## src/rtl/dsp_pkg.sv

```systemverilog
// Constants shared by the DSP slice datapath stages: operand width,
// pre-adder opmode bit positions and pipeline register modes.
package dsp_pkg;

    localparam int WIDTH_B    = 18;

    localparam int PA_SUB_BIT = 1;
    localparam int PA_SEL_BIT = 0;

    localparam int REG_BYPASS = 0;
    localparam int REG_PIPE   = 1;

    // Any nonzero register parameter means a pipelined stage.
    function automatic int regMode(input int value);
        return (value != 0) ? REG_PIPE : REG_BYPASS;
    endfunction

endpackage

```

## src/rtl/dsp_pipe_reg.sv

```systemverilog
// Optional pipeline register with clock enable and async active-high reset;
// in bypass mode the output follows the input combinationally.
module dsp_pipe_reg
    import dsp_pkg::*;
#(
    parameter int WIDTH = WIDTH_B,
    parameter int REG   = REG_PIPE
) (
    input  logic             i_clk,
    input  logic             i_rst,
    input  logic             i_ce,
    input  logic [WIDTH-1:0] i_d,
    output logic [WIDTH-1:0] o_q
);

    logic [WIDTH-1:0] r_q;

    always_ff @(posedge i_clk or posedge i_rst) begin
        if (i_rst) begin
            r_q <= '0;
        end else if (i_ce) begin
            r_q <= i_d;
        end
    end

    // The register is always built; bypass mode simply leaves it unloaded
    // so synthesis trims it away.
    assign o_q = (regMode(REG) == REG_PIPE) ? r_q : i_d;

endmodule

```

## src/rtl/b_preadd_stage.sv

```systemverilog
// B-path B0/D registers, D +/- B pre-adder and B1 register feeding the
// multiplier and BCOUT. Define B_PREADD_CARRY_EN to add the PA_CARRY output.
module b_preadd_stage
    import dsp_pkg::*;
#(
    parameter int WIDTH = WIDTH_B,
    parameter int B0REG = 1,
    parameter int DREG  = 1,
    parameter int B1REG = 1
) (
    input  logic             CLK,
    input  logic             RSTB,
    input  logic             CEB,
    input  logic             CED,
    input  logic [WIDTH-1:0] B_IN,
    input  logic [WIDTH-1:0] D,
    input  logic [1:0]       OPMODE_PA,
    output logic [WIDTH-1:0] B1_OUT,
    output logic [WIDTH-1:0] BCOUT
`ifdef B_PREADD_CARRY_EN
    ,
    output logic             PA_CARRY
`endif
);

    logic [WIDTH-1:0] w_b0;
    logic [WIDTH-1:0] w_dd;
    logic [WIDTH-1:0] w_pa;
    logic [WIDTH-1:0] w_m;

    dsp_pipe_reg #(.WIDTH(WIDTH), .REG(regMode(B0REG))) u_b0_reg (
        .i_clk (CLK),
        .i_rst (RSTB),
        .i_ce  (CEB),
        .i_d   (B_IN),
        .o_q   (w_b0)
    );

    dsp_pipe_reg #(.WIDTH(WIDTH), .REG(regMode(DREG))) u_d_reg (
        .i_clk (CLK),
        .i_rst (RSTB),
        .i_ce  (CED),
        .i_d   (D),
        .o_q   (w_dd)
    );

`ifdef B_PREADD_CARRY_EN
    logic [WIDTH:0] w_pa_ext;
    logic [WIDTH:0] w_m_ext;
    logic [WIDTH:0] w_b1_ext;

    // One extra bit holds the add carry or, for subtraction, the borrow
    // (set when b0 exceeds dd).
    assign w_pa_ext = OPMODE_PA[PA_SUB_BIT] ? ({1'b0, w_dd} - {1'b0, w_b0})
                                            : ({1'b0, w_dd} + {1'b0, w_b0});
    assign w_pa     = w_pa_ext[WIDTH-1:0];
    assign w_m      = OPMODE_PA[PA_SEL_BIT] ? w_pa : w_b0;
    assign w_m_ext  = {OPMODE_PA[PA_SEL_BIT] & w_pa_ext[WIDTH], w_m};

    dsp_pipe_reg #(.WIDTH(WIDTH + 1), .REG(regMode(B1REG))) u_b1_reg (
        .i_clk (CLK),
        .i_rst (RSTB),
        .i_ce  (CEB),
        .i_d   (w_m_ext),
        .o_q   (w_b1_ext)
    );

    assign B1_OUT   = w_b1_ext[WIDTH-1:0];
    assign PA_CARRY = w_b1_ext[WIDTH];
`else
    assign w_pa = OPMODE_PA[PA_SUB_BIT] ? (w_dd - w_b0) : (w_dd + w_b0);
    assign w_m  = OPMODE_PA[PA_SEL_BIT] ? w_pa : w_b0;

    dsp_pipe_reg #(.WIDTH(WIDTH), .REG(regMode(B1REG))) u_b1_reg (
        .i_clk (CLK),
        .i_rst (RSTB),
        .i_ce  (CEB),
        .i_d   (w_m),
        .o_q   (B1_OUT)
    );
`endif

    assign BCOUT = B1_OUT;

endmodule

```

## config.mk

```make
export PLATFORM = sky130hd
export DESIGN_NAME = b_preadd_stage
export DESIGN_NICKNAME = d
export VERILOG_FILES = /design/src/rtl/dsp_pkg.sv /design/src/rtl/dsp_pipe_reg.sv /design/src/rtl/b_preadd_stage.sv
export SDC_FILE = /design/constraint.sdc
export NUM_CORES = 1
export LEC_CHECK = 0
export ABC_AREA = 1
export CAP_MARGIN = 20
export CORE_MARGIN = 10
export CORE_UTILIZATION = 52
export CTS_CLUSTER_DIAMETER = 50
export DETAILED_ROUTE_END_ITERATION = 7
export PLACE_DENSITY = 0.84
export SLEW_MARGIN = 5
export SYNTH_ARGS = -nofsm -noshare
export SYNTH_HDL_FRONTEND = slang
export SYNTH_SLANG_ARGS = --single-unit
```

## constraint.sdc

```tcl
create_clock -name CLK -period 3.35 [get_ports CLK]
set_clock_uncertainty 0.1 [all_clocks]
set_input_delay 0.335 -clock CLK [delete_from_list [all_inputs] [get_ports CLK]]
set_output_delay 0.335 -clock CLK [all_outputs]
set_load 0.03 [all_outputs]
```

==> results.toml, run 1 <==
[power]
vdd_drop_max_mv = 0.350
p_leak_nw = 2.14
power.density_mw_per_mm2 = 513

[clock_network]
cts_made_buffers = 5
post_cts_buffers = 0
cts_tree = "yes"
clock_sinks = 54
cts.htree.levels = 2
clockBufferDepth = 2
postCtsResizedCells = 0
cts_hold_buffers = 0
cts-root-buf = "clkbuf_8"
clk_latency_ns = 0.30
clk_pin_slew_ns = 0.10

[place]
place_congestion = 0.884
hpwl_mm = 7.66
dpl_cell_area_sq_mm = 0.00442
port_buffers = 77
dpl.cell_count = 621

[sta]
period_needed_ns = 3.00
slew_headroom_pct = 33.5
slew_violations = 0
finalHoldViolCount = 0
setup_tns_ns = 0
tightest_slew_ns = 0.996
finalSetupViolations = 0
min_period_over_period_pct = 89.4
rsz0062_at_grt = "no"
clock.fmax_mhz = 334

[job]
max-cap-violations = 0

[synth]
synth_top_area_share_pct = 36.7
synthDistinctLibCells = 33
ys_ff_latch = 54
syn_inst = 475
ys_warn_count = 0
avgSynthCellArea_sq_um = 7.76
yosysSeqAreaShare_pct = 36.7
synth_top_cell_by_area = "dfrtp_1"
synth_area_sq_mm = 0.00368
syn-num-nets = 536
yosys-top-cells-area = "dfrtp_1 37%, nand2_1 12%, ha_1 6.1%"

[die]
initial_core_util_pct = 53.9
rows = 30
dieWidth_um = 104
coreArea_sq_mm = 0.00683
ioPinCount = 78
dieArea_sq_mm = 0.0109
dieHeight_um = 104

[grt]
gr-total-overflow = 0
grt_pass1_wl_mm = 16.0
grt_pass1_vias = 3318
antenna_found_initial = 0
grt_use_total_pct = 17.6
grt_max_degree = 43

[min_path]
hold_path.class = "reg2reg"

[worst_setup_path]
worst-path-buf-inv = 2
cp_slowest_cell = "dfrtp_1"
path_delay_family = "simple AND/OR/NAND/NOR gates"
cpMostUsedCell = "nand2_1"
crit_type = "reg2reg"
start_kind = "register"
crit_fanout = 4
crit_arrival_ns = 3.10
path_cells = "inv_1 > ha_1 > nand2_1 > nor2_1 > nor2_2 > nor2_4 > nand3_4 > a21oi_2 > xor2_1 > inv_1 > ha_1 > nand2_1 > nand2_1 > nand3_1 > nand2_1 > a21oi_1 > nand3_1 > nand2_1 > nand3_1 > nand2_1 > nand2_1"
max_stage_delay_ns = 0.41
endpoint_kind = "register"
required_ns = 3.45

[detailed_routing]
wire_per_inst_um = 15.2
drt-initial-drc-count = 148
drtPass1Iterations = 4
vias = 3214
antenna_left = 0
avgViaCountPerCell = 5.11
drt_wl_total_mm = 9.54
drcViolationCount = 0

[layout]
syn_to_final_growth_pct = 22.2
nets = 593
drive_gt1_share_pct = 9.57
fin_area_sq_mm = 0.00450
antennaDiodeCount = 0
regArea_sq_mm = 0.00135
fillers = 634
multi_input_area_sq_mm = 0.00197
fin_cells = 629

[outcome]
status = "finished clean"
-- synth_stat cells, drive strengths merged --
| cell type | instances |
|---|---|
| nand3b | 2 |
| and2b | 1 |
| nor2 | 36 |
| xnor2 | 2 |
| nor4 | 2 |
| inv | 47 |
| o21bai | 1 |
| nor3 | 1 |
| buf | 21 |
| o21a | 1 |
| a21o | 1 |
| mux2 | 17 |
| xor2 | 22 |
| o21ai | 39 |
| nand3 | 27 |
| a21oi | 43 |
| clkbuf | 10 |
| and2 | 1 |
| or2 | 1 |
| dfrtp | 54 |
| fa | 1 |
| ha | 18 |
| nand2 | 127 |
-- per-stage QoR --
step / power, W / setup slack (ns) / util (%) / hold slack, ns
after CTS: 0.00233 / 0.354 / 65.9 / 0.422
after floorplan: 0.00161 / 0.765 / - / 0.352
after detailed placement: 0.00196 / 0.141 / 64.7 / 0.396
after global placement: 0.00195 / 0.176 / 64.7 / 0.388
after global routing: 0.00247 / 0.0580 / 65.9 / 0.457
final: 0.00231 / 0.354 / 65.9 / 0.417
-- power breakdown --
part           leakage (nW)  internal (W)  switching (W)
clock network        0.0452      0.000148       0.000215
registers             0.645      0.000738      0.0000732
logic                  1.45      0.000450       0.000687
total                  2.14       0.00134       0.000975
-- worst min-delay path, cell delays in order, from the launching register on --
cell     delay [ns]
dfrtp_1        0.37
nand2_1        0.06
nand2_1        0.06
-- path summary, 6_finish.rpt --
check                      slack, ns                         start                           end  cells past startpoint
setup reg to reg                0.35   u_b0_reg.o_q[0]$_DFFE_PP0P_  u_b1_reg.o_q[17]$_DFFE_PP0P_                     21
setup / recovery                0.35   u_b0_reg.o_q[0]$_DFFE_PP0P_  u_b1_reg.o_q[17]$_DFFE_PP0P_                     21
min in group asynchronous       0.43                          RSTB   u_b1_reg.o_q[3]$_DFFE_PP0P_                      2
hold / removal                  0.42  u_b1_reg.o_q[12]$_DFFE_PP0P_  u_b1_reg.o_q[12]$_DFFE_PP0P_                      2
max in group asynchronous       2.04                          RSTB  u_b1_reg.o_q[16]$_DFFE_PP0P_                      3
hold reg to reg                 0.42  u_b1_reg.o_q[12]$_DFFE_PP0P_  u_b1_reg.o_q[12]$_DFFE_PP0P_                      2
-- cell usage in the layout (no fill, tap or decap), types with 2 or more instances in the layout --
master           count
a21oi_1             40
a21oi_2              3
buf_4                4
clkbuf_8             5
clkdlybuf4s50_1     77
dfrtp_1             54
ha_1                18
inv_1               45
inv_2                2
mux2_2              17
nand2_1            122
nand2_2              5
nand3_1             24
nand3_2              2
nand3b_1             2
nor2_1              30
nor2_2               3
nor2_4               3
nor4_1               2
o21ai_0             31
o21ai_1              5
o21ai_2              3
xnor2_1              2
xor2_1              22
-- metal layers --
metal	share of wire [%]	wire length [um]	track usage [%]	vias up
met1	42	4040	20.3	1493
met2	51	4890	31.9	82
met3	4.5	428	3.72	12
met5	0	0	0	-
met4	2.0	189	4.77	0
li1	-	-	-	1627
-- flip-flops by register name (all words and copies together) (netlist names) --
register	cells
u_b0_reg.o_q	18
u_b1_reg.o_q	18
u_d_reg.o_q	18
-- layout make-up --
class / instances / share of cell area, %
clock buffers: 6 / 1.61
clock inverters: 2 / 0.306
inverters: 47 / 3.92
multi-input cells: 343 / 43.7
flip-flops and latches: 54 / 30.0
well taps: 96 / 2.67
repair buffers: 81 / 17.8
-- cells by family (layout without fill, tap and decap cells) --
kind of cell    count (synthesis)  in the layout  synth area share (%)
simple gates                  198            198                  23.5
compound gates                 85             85                  12.4
xor+xnor                       24             24                  5.70
flops                          54             54                  36.7
mux                            17             17                  5.20
buf+inv                        78            136                  9.88
fa+ha+maj                      19             19                  6.66
Power figures use the tool's default switching activity.
==> run 2: changes to the inputs <==
Settings changed: MAX_ROUTING_LAYER from default to met4.
==> run 2 against run 1 <==
Compared with the run above: worst setup slack about the same; highest routed layer unchanged; sequential power is essentially flat; hold slack lost 0.10 ns; largest power group unchanged.
==> results.toml, run 2 (synthesis gave the netlist of run 1 again) <==
[clock_network]
clock_sinks = 54
cts_made_buffers = 5
cts_hold_buffers = 0
clk_pin_slew_ns = 0.10
clockBufferDepth = 2
cts_tree = "yes"
cts-root-buf = "clkbuf_8"
cts.htree.levels = 2
clk_latency_ns = 0.31
postCtsResizedCells = 0
post_cts_buffers = 0

[detailed_routing]
avgViaCountPerCell = 5.21
drt_wl_total_mm = 9.98
antenna_left = 0
drtPass1Iterations = 4
vias = 3280
drcViolationCount = 0
drt-initial-drc-count = 181
wire_per_inst_um = 15.9

[sta]
finalHoldViolCount = 0
slew_headroom_pct = 31.2
slew_violations = 0
min_period_over_period_pct = 89.4
finalSetupViolations = 0
setup_tns_ns = 0
fin_ws_ns = 0.354
period_needed_ns = 3.00
clock.fmax_mhz = 334
tightest_slew_ns = 1.03
rsz0062_at_grt = "no"

[layout]
mostFrequentLayoutCells = "122 x nand2_1, 77 x clkdlybuf4s50_1, 54 x dfrtp_1, 45 x inv_1, 40 x a21oi_1"
nets = 593
antennaDiodeCount = 0
syn_to_final_growth_pct = 22.6
layout_commonest_cell = "nand2_1"
drive_gt1_share_pct = 9.57

[die]
dieHeight_um = 104
dieWidth_um = 104
rows = 30
ioPinCount = 78
initial_core_util_pct = 53.9
dieArea_sq_mm = 0.0109
coreArea_sq_mm = 0.00683

[worst_setup_path]
r2r_slack_ns = 0.35
r2r_start = "u_b0_reg.o_q[0]$_DFFE_PP0P_"
r2r_cells = 19
endpoint_kind = "register"
start_kind = "register"
r2r-end = "u_b1_reg.o_q[17]$_DFFE_PP0P_"
crit_type = "reg2reg"
crit_arrival_ns = 3.10
crit_fanout = 5
required_ns = 3.46

[place]
port_buffers = 77
dpl_worst_slack_ns = 0.173
place_congestion = 0.918
hpwl_mm = 7.97

[grt]
grt_use_total_pct = 18.7
grt_pass1_wl_mm = 16.7
grt_max_degree = 41
antenna_found_initial = 0
grt_pass1_vias = 3433
gr-total-overflow = 0

[job]
max-cap-violations = 0

[power]
fin_total_pwr_w = 0.00232
power.density_mw_per_mm2 = 514
vdd_drop_max_mv = 0.346
p_leak_nw = 2.15

[outcome]
status = "finished clean"

[min_path]
hold_path.class = "in2async"
[run 2: worst max path at each step]
stage,slack (ns),startpoint,endpoint
6_report,0.35,u_b0_reg.o_q[0]$_DFFE_PP0P_,u_b1_reg.o_q[17]$_DFFE_PP0P_
5_1_grt,0.05,u_b0_reg.o_q[0]$_DFFE_PP0P_,u_b1_reg.o_q[17]$_DFFE_PP0P_
4_1_cts,0.39,u_b0_reg.o_q[0]$_DFFE_PP0P_,u_b1_reg.o_q[17]$_DFFE_PP0P_
3_3_place_gp,0.22,OPMODE_PA[1],u_b1_reg.o_q[17]$_DFFE_PP0P_
2_1_floorplan,0.76,u_b0_reg.o_q[0]$_DFFE_PP0P_,u_b1_reg.o_q[17]$_DFFE_PP0P_
3_5_place_dp,0.17,OPMODE_PA[1],u_b1_reg.o_q[17]$_DFFE_PP0P_
[run 2: worst max-delay path, stage by stage, from the launching register on]
cell     delay [ns]
dfrtp_1        0.41
inv_1          0.15
ha_1           0.19
nand2_1        0.05
nor2_1         0.11
nor2_2         0.07
nor2_4         0.16
nand3_4        0.12
nor2_4         0.12
o21ai_2        0.07
xor2_1         0.24
ha_1           0.34
a21oi_1        0.17
nand2_1        0.08
a21oi_1        0.18
nand3_1        0.10
nand2_1        0.06
nand3_1        0.07
nand2_1        0.06
nand2_1        0.05
[run 2: final cells by class]
class,instances,area (sq um)
Fill cell,609,2310
Sequential cell,54,1350
Clock inverter,2,13.8
Multi-Input combinational cell,343,1970
Inverter,47,176
Timing Repair Buffer,81,813
Tap cell,96,120
Clock buffer,6,72.6
[run 2: power by group]
group          switching, W  internal (W)  total, W  leakage, nW
logic              0.000689      0.000451   0.00114         1.46
registers         0.0000743      0.000738  0.000812        0.645
clock network      0.000219      0.000148  0.000367       0.0452
total              0.000982       0.00134   0.00232         2.15
[run 2: stage by stage]
stage               cells  cell area, sq um  hold WS, ns  utilization [%]
floorplan             475              3680        0.352                -
global placement      620              4410        0.387             64.6
detailed placement    621              4430        0.389             64.9
CTS                   629              4520        0.345             66.1
global route          629              4520        0.361             66.1
finish                629              4520        0.316             66.1
[run 2: layer usage]
layer | track usage (%) | part of all wire [%] | vias to the layer above
li1 | - | - | 1633
met5 | - | 0 | -
met3 | 2.85 | 3.7 | 16
met2 | 32.5 | 51 | 92
met1 | 21.7 | 43 | 1539
met4 | 5.96 | 2.2 | 0
